$ cat src/rtl/fetch_unit_pkg.sv
// Shared types and constants for the MIPS32 instruction-fetch stage.
package fetch_unit_pkg;

  localparam logic [5:0]  OP_J    = 6'b000010;
  localparam logic [5:0]  OP_JAL  = 6'b000011;
  localparam logic [31:0] NOP_INS = 32'h0000_0000;

  typedef enum logic [1:0] {
    ST_IDLE = 2'd0,
    ST_REQ  = 2'd1,
    ST_DROP = 2'd2
  } fetch_state_e;

  typedef struct packed {
    logic [31:0] ins;
    logic [31:0] pc;
  } fetch_entry_t;

  function automatic logic is_jump(input logic [31:0] ins);
    return (ins[31:26] == OP_J) || (ins[31:26] == OP_JAL);
  endfunction

  function automatic logic [31:0] jump_target(input logic [31:0] pc, input logic [31:0] ins);
    logic [31:0] pc4;
    pc4 = pc + 32'd4;
    return {pc4[31:28], ins[25:0], 2'b00};
  endfunction

endpackage

$ cat src/rtl/fetch_buf.sv
// Two-entry {ins, pc} FIFO. The head is a plain register so the outputs come
// straight from flops; an empty head reads NOP and keeps the last popped PC.
module fetch_buf
  import fetch_unit_pkg::*;
#(
  parameter logic [31:0] RESET_PC = 32'h0000_0000
) (
  input  logic         clk,
  input  logic         rst,
  input  logic         push_i,
  input  fetch_entry_t push_data_i,
  input  logic         pop_i,
  input  logic         flush_i,
  output logic         valid_o,
  output logic [31:0]  ins_o,
  output logic [31:0]  pc_o,
  output logic [1:0]   count_o
);

  fetch_entry_t head_q, head_d;
  fetch_entry_t tail_q, tail_d;
  logic [1:0]   cnt_q, cnt_d;
  logic [31:0]  last_pc_q, last_pc_d;
  logic         pop_ok, push_ok;

  assign pop_ok  = pop_i && (cnt_q != 2'd0);
  assign push_ok = push_i && (cnt_q != 2'd2);

  always_comb begin
    head_d    = head_q;
    tail_d    = tail_q;
    cnt_d     = cnt_q;
    last_pc_d = last_pc_q;
    if (flush_i) begin
      // a pop in the same cycle is discarded, so the last popped PC is unchanged
      cnt_d      = 2'd0;
      head_d.ins = NOP_INS;
      head_d.pc  = last_pc_q;
    end else begin
      if (pop_ok) last_pc_d = head_q.pc;
      unique case ({push_ok, pop_ok})
        2'b10: begin
          if (cnt_q == 2'd0) head_d = push_data_i;
          else               tail_d = push_data_i;
          cnt_d = cnt_q + 2'd1;
        end
        2'b01: begin
          if (cnt_q == 2'd2) head_d     = tail_q;
          else               head_d.ins = NOP_INS;
          cnt_d = cnt_q - 2'd1;
        end
        2'b11:   head_d = push_data_i;
        default: ;
      endcase
    end
  end

  always_ff @(posedge clk) begin
    if (rst) begin
      head_q    <= '{ins: NOP_INS, pc: RESET_PC};
      tail_q    <= '0;
      cnt_q     <= 2'd0;
      last_pc_q <= RESET_PC;
    end else begin
      head_q    <= head_d;
      tail_q    <= tail_d;
      cnt_q     <= cnt_d;
      last_pc_q <= last_pc_d;
    end
  end

  assign valid_o = (cnt_q != 2'd0);
  assign ins_o   = head_q.ins;
  assign pc_o    = head_q.pc;
  assign count_o = cnt_q;

endmodule

$ cat src/rtl/fetch_unit.sv
// MIPS32 instruction-fetch stage: PC, imem req/ack FSM and a 2-entry output buffer.
// Define FETCH_JUMP_EN to follow J/JAL targets at fetch time.
module fetch_unit
  import fetch_unit_pkg::*;
#(
  parameter logic [31:0] RESET_PC = 32'h0000_0000
) (
  input  logic        clk,
  input  logic        rst,
  output logic        o_imem_req,
  output logic [31:0] o_imem_addr,
  input  logic        i_imem_ack,
  input  logic [31:0] i_imem_data,
  input  logic        i_stall,
  input  logic        i_redirect,
  input  logic [31:0] i_redirect_pc,
  output logic        o_valid,
  output logic [31:0] o_ins,
  output logic [31:0] o_pc
);

  localparam logic [31:0] RST_PC = {RESET_PC[31:2], 2'b00};

  fetch_state_e state_q, state_d;
  logic [31:0]  fetch_pc_q, fetch_pc_d;
  logic [31:0]  pend_pc_q, pend_pc_d;
  logic [31:0]  tgt_pc, seq_pc;
  logic         push, pop;
  logic [1:0]   buf_cnt, post_cnt;
  logic         buf_valid;

  assign tgt_pc = i_redirect_pc & ~32'h3;

`ifdef FETCH_JUMP_EN
  assign seq_pc = is_jump(i_imem_data) ? jump_target(fetch_pc_q, i_imem_data)
                                       : fetch_pc_q + 32'd4;
`else
  assign seq_pc = fetch_pc_q + 32'd4;
`endif

  assign pop      = buf_valid && !i_stall;
  assign post_cnt = buf_cnt + 2'd1 - {1'b0, pop};

  always_comb begin
    state_d    = state_q;
    fetch_pc_d = fetch_pc_q;
    pend_pc_d  = pend_pc_q;
    push       = 1'b0;
    unique case (state_q)
      ST_IDLE: begin
        if (i_redirect) begin
          fetch_pc_d = tgt_pc;
          state_d    = ST_REQ;
        end else if (buf_cnt < 2'd2) begin
          state_d = ST_REQ;
        end
      end
      ST_REQ: begin
        if (i_redirect) begin
          // an acked word is simply dropped; otherwise the request must drain first
          if (i_imem_ack) begin
            fetch_pc_d = tgt_pc;
          end else begin
            pend_pc_d = tgt_pc;
            state_d   = ST_DROP;
          end
        end else if (i_imem_ack) begin
          push       = 1'b1;
          fetch_pc_d = seq_pc;
          state_d    = (post_cnt < 2'd2) ? ST_REQ : ST_IDLE;
        end
      end
      ST_DROP: begin
        if (i_redirect) pend_pc_d = tgt_pc;
        if (i_imem_ack) begin
          fetch_pc_d = i_redirect ? tgt_pc : pend_pc_q;
          state_d    = ST_REQ;
        end
      end
      default: state_d = ST_IDLE;
    endcase
  end

  always_ff @(posedge clk) begin
    if (rst) begin
      state_q    <= ST_IDLE;
      fetch_pc_q <= RST_PC;
      pend_pc_q  <= RST_PC;
    end else begin
      state_q    <= state_d;
      fetch_pc_q <= fetch_pc_d;
      pend_pc_q  <= pend_pc_d;
    end
  end

  fetch_buf #(.RESET_PC(RST_PC)) u_buf (
    .clk         (clk),
    .rst         (rst),
    .push_i      (push),
    .push_data_i ('{ins: i_imem_data, pc: fetch_pc_q}),
    .pop_i       (pop),
    .flush_i     (i_redirect),
    .valid_o     (buf_valid),
    .ins_o       (o_ins),
    .pc_o        (o_pc),
    .count_o     (buf_cnt)
  );

  assign o_imem_req  = (state_q != ST_IDLE);
  assign o_imem_addr = fetch_pc_q;
  assign o_valid     = buf_valid;

endmodule
$ cat config.mk
export PLATFORM = sky130hd
export DESIGN_NAME = fetch_unit
export DESIGN_NICKNAME = d
export VERILOG_FILES = /design/src/rtl/fetch_unit_pkg.sv /design/src/rtl/fetch_buf.sv /design/src/rtl/fetch_unit.sv
export SDC_FILE = /design/constraint.sdc
export NUM_CORES = 1
export LEC_CHECK = 0
export BUFFER_PORTS_ARGS = -buffer_cell sky130_fd_sc_hd__buf_4
export CORE_ASPECT_RATIO = 2
export CORE_MARGIN = 1
export CORE_UTILIZATION = 40
export CTS_BUF_LIST = sky130_fd_sc_hd__clkbuf_2 sky130_fd_sc_hd__clkbuf_4 sky130_fd_sc_hd__clkbuf_8
export DETAILED_ROUTE_END_ITERATION = 16
export PLACE_DENSITY = 0.68
export SLEW_MARGIN = 20
export SYNTH_ARGS = -nofsm -noshare
export SYNTH_HDL_FRONTEND = slang
export SYNTH_SLANG_ARGS = --single-unit
export TNS_END_PERCENT = 50
$ cat constraint.sdc
create_clock -name clk -period 2.98 [get_ports clk]
set_input_delay 0.596 -clock clk [delete_from_list [all_inputs] [get_ports clk]]
set_output_delay 0.596 -clock clk [all_outputs]
set_load 0.02 [all_outputs]
==> results by group <==
Setup path
  – Crit-path cells: inv_1, ha_1, nor2_1, ha_4, buf_4, mux2i_1, o21ai_0, mux2i_1, nor2_1
  – Setup crit start kind: register
  – Worst Path Required: 3370 ps
  – Max incr delay on CP: 460 ps
  – Crit Path Category: register to register
  – Worst R2R Path Depth: 9
  – Crit path max-delay cell type: buf_4
  – FF-to-FF setup slack: 320 ps
  – Setup crit end kind: register
  – CP max FO: 32
  – Crit path DAT: 3050 ps

Yosys
  – Compound-Gate Fraction of Synth Area: 0.200
  – Simple-gate portion of the synthesized area: 0.230
  – Ys Warns: 0
  – Post-synthesis cell area: 10500 um2
  – Synth Area in Adders: 0.0119
  – Ys async rst share: 0
  – Largest family of logic cells by synthesized area: simple AND/OR/NAND/NOR gates
  – Post-synthesis sequential area ratio: 0.436
  – Post-synthesis xor/xnor area fraction: 0.00502
  – Post-synth EDFFs: 0
  – Synth Instances: 1319
  – Mux contribution to synthesized area: 0.0671
  – Syn Area/Cell: 7.94 um2
  – Synth cell types: 59
  – Yosys reg bits: 228
  – Dominant synthesized flop cell: dfxtp_1
  – Net count after synthesis: 1398

Die
  – Die height: 231 um
  – I/O pins: 167
  – Initial core utilization: 0.408
  – # rows: 83
  – Die area: 26900 um2
  – Core ar.: 25700 um2
  – Die Wd: 116 um

Pwr
  – Max IR drop VDD: 409 uV
  – PD cells: 644 nW/um2
  – P_leak: 4.85 nW

STA
  – Slew Limit Fails: 0
  – RSZ-0062 raised after global routing: false
  – Max transition margin: 0.497
  – Max Fclk: 0.376 GHz
  – Hold WS: 301 ps
  – Final setup vio count: 0
  – Min Clock Period, post-route: 2660 ps
  – Clock Skew: 26.9 ps
  – Slew @ Worst Pin: 751 ps
  – PnR worst setup slack: 317 ps
  – Final Hold Viols: 0
  – Final worst path period share: 0.894
  – Total Neg Setup Slack: 0 ps

Drt
  – DRT antenna net count: 0
  – Detailed-router iteration count before antenna repair: 7
  – Final WL: 31600 um
  – Starting DRT DRC Count: 927
  – Via count: 10003
  – Post-DR wirelength/cell: 17.4 um
  – DRC viols: 0
  – Vias per cell: 5.51

Global routing
  – Initial antenna violation count: 0
  – Vias in the first global route: 9386
  – First-pass GRT wire length: 49400 um
  – Overflow after GRT: 0
  – GRT Overall Usage: 0.235
  – Largest net degree at the start of global routing: 130

Placed design
  – HPWL Detailed: 21200 um
  – RePlAce Congestion: 0.900
  – PortBufs: 164
  – Pre-CTS setup slack: 255 ps

Cells and area
  – Layout area overhead: 23.0%
  – Antenna Diode Count: 0
  – Final nets: 1531
  – Final core occ: 0.502
  – Fraction of layout cells with a size suffix above 1: 0.196

CTS
  – Worst-skew pair later-pin latency: 550 ps
  – Cts bufs inserted: 35
  – Cts hold-fix bufs: 0
  – CTS max path bufs: 3
  – H-tree Lvls: 2
  – Clock tree from TritonCTS: built
  – Clock Sink Count: 228
  – Clk root buf: clkbuf_8
  – Clk pin slew, worst setup/hold paths: 60 ps

Run status
  – Status: finished clean

Hold path
  – Worst hold path depth: 3
  – Hold Path Class: input pin to register

Run
  – Max Cap Viol: 0
## flip-flops by register name (all words and copies together), names as in the netlist
register and count:
u_buf.tail_q 64, o_imem_addr 32, pend_pc_q 32, u_buf.ins_o 32, u_buf.last_pc_q 32, u_buf.pc_o 32, state_q 2, u_buf.count_o 2
## through the flow
| step | instance area (um2) | cells | power [W] |
|---|---|---|---|
| floorplan | 10500 | 1319 | 0.00460 |
| global placement | 12100 | 1755 | 0.00539 |
| detailed placement | 12100 | 1755 | 0.00542 |
| CTS | 12900 | 1816 | 0.00836 |
| global route | 12900 | 1816 | 0.00866 |
| finish | 12900 | 1816 | 0.00830 |
## final cells by class
type,instances,area [um2]
inverters,15,56.3
well taps,340,425
clock buffers,55,707
fillers,2474,12800
flip-flops and latches,228,4560
clock inverters,6,86.3
repair buffers,208,1610
multi-input cells,964,5430
## cells in the mapped netlist, types with 11 or more instances
| cell | number | share of area |
|---|---|---|
| mux2i_1 | 68 | 0.065 |
| clkbuf_1 | 78 | 0.028 |
| o21ai_0 | 64 | 0.031 |
| nand2b_1 | 39 | 0.023 |
| buf_2 | 22 | 0.011 |
| a221oi_1 | 13 | 0.011 |
| inv_1 | 15 | 0.0054 |
| a21oi_1 | 155 | 0.074 |
| a311oi_1 | 32 | 0.027 |
| dfxtp_1 | 228 | 0.44 |
| nand2_1 | 304 | 0.11 |
| and3_1 | 11 | 0.0066 |
| nor2_1 | 97 | 0.035 |
| nand3_1 | 44 | 0.021 |
## cells by family (layout without fill, tap and decap cells)
kind of cell	after synthesis	count (layout)
mux	70	70
simple gates	544	544
fa+ha+maj	10	10
compound gates	334	334
flops	228	228
xor+xnor	6	6
buf+inv	127	284
## worst max-delay path: cells and delay by family, from the launching register on
family | cells | cell delay [ps]
DFF | 1 | 380
and+or+nand+nor | 2 | 430
buffers and inverters | 2 | 540
AOI/OAI and AO/OA | 1 | 130
adders and majority gates | 2 | 480
muxes | 2 | 540
## final timing paths
path | start | endpoint
max | u_buf.count_o[0] | u_buf.pc_o[23]
min | i_redirect_pc[6] | pend_pc_q[6]
max reg2reg | u_buf.count_o[0] | u_buf.pc_o[23]
min reg2reg | u_buf.tail_q[20] | u_buf.tail_q[20]
## what timing repair did
item / in CTS / in global routing
buffers inserted: 0 / 0
setup endpoints to repair: 0 / 49
gates resized for setup: 0 / 1
## report_power, final
group          leakage (nW)  switching (W)  internal, W
Sequential             1.85       0.000236      0.00323
Combinational          2.59        0.00116     0.000743
Clock                 0.415        0.00124      0.00168
## layout by cell type (no fill, tap or decap), types with 5 or more instances in the layout
master	count
a221oi_1	13
a31oi_1	7
a221o_1	7
nor2_1	95
nand3_1	44
a311oi_1	32
buf_4	203
a22o_1	7
nand4_1	7
dfxtp_1	228
nand2_1	304
inv_1	15
and2_1	6
and3_1	11
or3_1	5
clkbuf_8	47
nor3_1	8
clkbuf_4	8
nand2b_1	39
mux2i_1	68
o21a_1	7
a21oi_1	153
a222oi_1	6
o21ai_0	63
ha_1	9
## per-layer routing
metal,GRT usage,wire length (um),vias to the layer above
met5,0,0,-
met4,0.151,1870,0
met3,0.0370,1680,98
met2,0.422,16400,365
met1,0.247,11700,4685
li1,-,-,4855
Power figures use the tool's default switching activity.
